--- src/rtl/instruction_fetch.sv ---
// Instruction fetch: issues word fetches, buffers returned words with their PCs,
// and streams them in order to decode; redirects flush all in-flight work.
module instruction_fetch #(
  parameter logic [31:0] RESET_PC = 32'h0000_0000,
  parameter int          DEPTH    = 2
) (
  input  logic        clk,
  input  logic        rstf,
  output logic [31:0] imem_addr,
  output logic        imem_req_valid,
  input  logic        imem_req_ready,
  input  logic [31:0] imem_rsp_data,
  input  logic        imem_rsp_valid,
  input  logic        redirect_valid,
  input  logic [31:0] redirect_pc,
  output logic [31:0] i_instr,
  output logic        i_instr_valid,
  input  logic        i_instr_ready,
  output logic [31:0] oPC
);
  localparam int             AW      = (DEPTH > 1) ? $clog2(DEPTH) : 1;
  localparam int             CW      = AW + 1;
  localparam logic [CW-1:0]  DEPTH_C = CW'(DEPTH);

  logic [31:0]   pc;
  logic [CW-1:0] outstanding;
  logic [CW-1:0] drop;
  logic [CW-1:0] count;
  logic [AW-1:0] wr_ptr;
  logic [AW-1:0] rd_ptr;
  logic [AW-1:0] pcq_wr;
  logic [AW-1:0] pcq_rd;
  logic [31:0]   fifo_instr [DEPTH];
  logic [31:0]   fifo_pc    [DEPTH];
  logic [31:0]   pcq        [DEPTH];

  logic [CW:0]   in_use;
  logic          issue;
  logic          rsp_keep;
  logic          rsp_drop;
  logic          pop;

  // Credits cover both in-flight requests and buffered words, so the FIFO never overflows.
  assign in_use         = {1'b0, outstanding} + {1'b0, count};
  assign imem_req_valid = !rstf && !redirect_valid && (in_use < {1'b0, DEPTH_C});
  assign imem_addr      = pc;
  assign issue          = imem_req_valid && imem_req_ready;
  assign rsp_keep       = imem_rsp_valid && !redirect_valid && (drop == '0);
  assign rsp_drop       = imem_rsp_valid && !redirect_valid && (drop != '0);
  assign pop            = i_instr_valid && i_instr_ready && !redirect_valid;

  assign i_instr_valid  = (count != '0);
  assign i_instr        = i_instr_valid ? fifo_instr[rd_ptr] : '0;
  assign oPC            = i_instr_valid ? fifo_pc[rd_ptr]    : '0;

  always_ff @(posedge clk) begin
    if (rstf) begin
      pc          <= RESET_PC & 32'hFFFF_FFFC;
      outstanding <= '0;
      drop        <= '0;
      count       <= '0;
      wr_ptr      <= '0;
      rd_ptr      <= '0;
      pcq_wr      <= '0;
      pcq_rd      <= '0;
    end else begin
      outstanding <= outstanding + CW'(issue) - CW'(imem_rsp_valid);
      if (redirect_valid) begin
        // Everything still in flight belongs to the old path; a response landing now is dropped too.
        pc     <= redirect_pc & 32'hFFFF_FFFC;
        drop   <= outstanding - CW'(imem_rsp_valid);
        count  <= '0;
        rd_ptr <= wr_ptr;
        pcq_rd <= pcq_wr;
      end else begin
        if (issue) begin
          pc     <= pc + 32'd4;
          pcq_wr <= pcq_wr + AW'(1);
        end
        if (rsp_drop) drop <= drop - CW'(1);
        if (rsp_keep) begin
          wr_ptr <= wr_ptr + AW'(1);
          pcq_rd <= pcq_rd + AW'(1);
        end
        if (pop) rd_ptr <= rd_ptr + AW'(1);
        count <= count + CW'(rsp_keep) - CW'(pop);
      end
    end
  end

  always_ff @(posedge clk) begin
    if (issue) pcq[pcq_wr] <= pc;
    if (rsp_keep) begin
      fifo_instr[wr_ptr] <= imem_rsp_data;
      fifo_pc[wr_ptr]    <= pcq[pcq_rd];
    end
  end

  always_ff @(posedge clk) begin
    if (!rstf) begin
      assert (!(rsp_keep && !pop && count == DEPTH_C));
      assert (!(imem_rsp_valid && outstanding == '0));
      assert (!(rsp_drop && drop == '0));
    end
  end

endmodule

--- config.mk ---
export PLATFORM = sky130hd
export DESIGN_NAME = instruction_fetch
export DESIGN_NICKNAME = d
export VERILOG_FILES = /design/src/rtl/instruction_fetch.sv
export SDC_FILE = /design/constraint.sdc
export NUM_CORES = 1
export LEC_CHECK = 0
export BUFFER_PORTS_ARGS = -buffer_cell sky130_fd_sc_hd__clkbuf_2
export CAP_MARGIN = 20
export CORE_UTILIZATION = 30
export DETAILED_ROUTE_END_ITERATION = 8
export GPL_TIMING_DRIVEN = 0
export PLACE_DENSITY_LB_ADDON = 0.25
export SKIP_LAST_GASP = 1
export SLEW_MARGIN = 30
export SYNTH_ARGS = -nofsm -noshare
export SYNTH_HDL_FRONTEND = slang
export SYNTH_SLANG_ARGS = --single-unit
--- constraint.sdc ---
create_clock -name clk -period 10.05 [get_ports clk]
set_input_delay 2.5125 -clock clk [delete_from_list [all_inputs] [get_ports clk]]
set_output_delay 2.5125 -clock clk [all_outputs]
set_load 0.05 [all_outputs]
==> summary.md <==
| Metric | Value |
|---|---|
| 1st-pass router iterations | 4 |
| Top FF cell, synth | edfxtp_1 |
| Final setup viols | 0 |
| Crit end category | output port |
| Pleak | 0.00421 uW |
| Post-route clock skew | 0.0189 ns |
| DR vias | 5,780 |
| Mapped Area | 9130 um^2 |
| Net Sw Frac | 0.244 |
| Post_cts resized | 0 |
| Total Routing Usage GR | 0.141 |
| Largest net degree at the start of global routing | 21 |
| Fin util | 0.387 |
| Final setup margin | 3.98 ns |
| Via-to-Cell Ratio | 4.63 |
| Final nets | 917 |
| DR DRC count | 0 |
| RSZ-0062 raised after global routing | false |
| Peak VDD IR | 0.135 mV |
| Die area | 31,100 um^2 |
| Maxcap violations | 0 |
| Critical path type | in2out |
| R2R Setup Slk | 6.51 ns |
| Layout cells sized above 1 | 0.303 |
| Worst slack, placed | 4.01 ns |
| Synthesized flop and latch total | 226 |
| I/O pin count | 168 |
| CTS sink count | 226 |
| Async SR Flop Fraction | 0 |
| Max Fclk | 165 MHz |
| Internal power | 1690 uW |
| Register area share after synthesis | 0.697 |
| Power density over the cells | 194 nW/um^2 |
| Antenna diode count | 0 |
| Worst-path maximum fanout | 6 |
| Critical path arrival | 3.56 ns |
| Final Max Tran Viols | 0 |
| Most common cell after layout, fill and taps aside | edfxtp_1 |
| Hold Path Class | reg2reg |
| CTS tree | done |
| Power, Total | 2240 uW |
| Clock slew at the register clock pins of the worst setup and hold paths | 0.06 ns |
| Fin crit share | 0.604 |
| Initial antenna violation count | 0 |
| Clk Latency, worst-skew pair | 0.52 ns |
| Reg power frac | 0.483 |
| Worst setup SP type | primary input |
| Req. time, crit path | 7.54 ns |
| I/O Buffers | 161 |
| Least-Margin Pin Slew | 0.771 ns |
| Vias in the first global route | 5,533 |
| Distinct cells, synth | 47 |
| Die height | 176 um |
| Core ar. | 29,800 um^2 |
| Avg WL per Cell | 17.6 um |
| Total CTS buffers | 25 |
| Slew HR | 0.486 |
| Total Wirelength | 22.0 mm |
| Final HPWL DP | 15.6 mm |
| Most frequent cells in the layout | edfxtp_1, clkbuf_2, nor2_1 |
| P&R area growth vs syn | 26.3% |
| Die width | 176 um |
| Status | completed |
| Row count | 63 |
| First-pass GRT wire length | 33.3 mm |
| Final Hold Viols | 0 |
| Post-synth EDFFs | 184 |
| Clk root buf | clkbuf_16 |
| GPL Wtd Cong | 0.810 |
| Post-Synthesis Cells | 640 |
| Post-route ant nets | 0 |
| Clk buf depth | 3 |
| Post-CTS Setup Inserts | 0 |
| CTS Hold Buffers Added | 0 |
| Grt ovf | 0 |
| H-tree Lvls | 1 |
| DRT iter0 DRCs | 390 |
| Starting Density | 0.306 |
| Final TNS setup | 0 ns |
| Clock power frac | 0.414 |
| Final critical-path required period | 6.07 ns |
| Syn Area/Cell | 14.3 um^2 |
| Sw Pwr | 545 uW |
| Synth warn | 0 |
| Combinational share of power | 0.103 |
## Yosys cell counts, types with 2 or more instances
master,number,area [um^2]
a31oi_1,11,68.8
a21oi_1,17,85.1
mux2_2,33,372
nor2b_1,2,12.5
buf_4,4,30.0
ha_1,6,75.1
a32oi_1,3,26.3
a211oi_1,5,37.5
xnor2_1,8,70.1
and2_1,11,68.8
o22ai_1,11,68.8
nand2_1,18,67.6
nand4_1,10,62.6
buf_1,4,15.0
a221oi_1,2,17.5
mux2i_1,62,621
a222oi_1,4,40.0
nor3_1,3,15.0
xor2_1,14,123
nor2_1,96,360
nor4_1,2,12.5
o21ai_0,9,45.0
o211ai_1,2,15.0
clkbuf_1,26,97.6
or3_1,2,12.5
and3_1,7,43.8
nor4_4,2,42.5
nand3_1,14,70.1
o311ai_0,2,17.5
inv_1,9,33.8
edfxtp_1,184,5530
dfxtp_1,42,841
## final timing paths
check	from	to	depth (start not counted)
max	redirect_valid	imem_req_valid	3
min	imem_addr[19]	pcq[0][19]	0
min reg2reg	imem_addr[19]	pcq[0][19]	0
max reg2reg	count[0]	pcq[0][11]	8
## critical path: stages
cell and delay, ns:
clkbuf_2 0.13, nor4_1 0.52, clkbuf_2 0.39
## power by group through the flow
stage	clock [uW]	sequential [uW]	combinational, uW
after global routing	987	1080	249
after detailed placement	0	1100	233
after CTS	949	1080	234
final	926	1080	230
after global placement	0	1100	221
after floorplan	0	1120	130
## per-stage QoR
| step | instances | hold slack, ns | cell area [um^2] |
|---|---|---|---|
| after floorplan | 643 | 0.503 | 9140 |
| after global placement | 1194 | 0.523 | 10400 |
| after detailed placement | 1203 | 0.526 | 10700 |
| after CTS | 1248 | 0.535 | 11500 |
| after global routing | 1248 | 0.549 | 11500 |
| final | 1248 | 0.536 | 11500 |
## cell families after synthesis
family | after synthesis | share of synthesized area
xor gates and xnor gates | 22 | 0.0211
AOI/OAI and AO/OA | 70 | 0.0502
DFF | 226 | 0.697
adders and majority gates | 7 | 0.0104
buffers and inverters | 44 | 0.0199
and+or+nand+nor | 175 | 0.0920
muxes | 95 | 0.109
other | 1 | 0.000411
## state kept, by name (all words and copies together), names as in the netlist, named ones only
register / count
fifo_instr: 64
fifo_pc: 60
pcq: 60
imem_addr: 30
count: 2
drop: 2
outstanding: 2
pcq_rd: 1
pcq_wr: 1
rd_ptr: 1
wr_ptr: 1
## area by class of cell
type / instances / area [um^2]
multi-input combinational: 373 / 2620
inverter: 9 / 33.8
clock buffer: 27 / 633
tap: 390 / 488
buffer: 35 / 148
clock inverter: 18 / 201
fill: 2906 / 18300
timing repair buffer: 170 / 1040
sequential: 226 / 6370
## routing by layer
metal	GRT usage	share of wire	up-vias
li1	-	-	2795
met1	0.190	0.45	2792
met2	0.236	0.48	162
met3	0.0224	0.057	31
met4	0.0363	0.017	0
met5	0	0	-
Note: power is estimated with default switching activity, not from simulation.
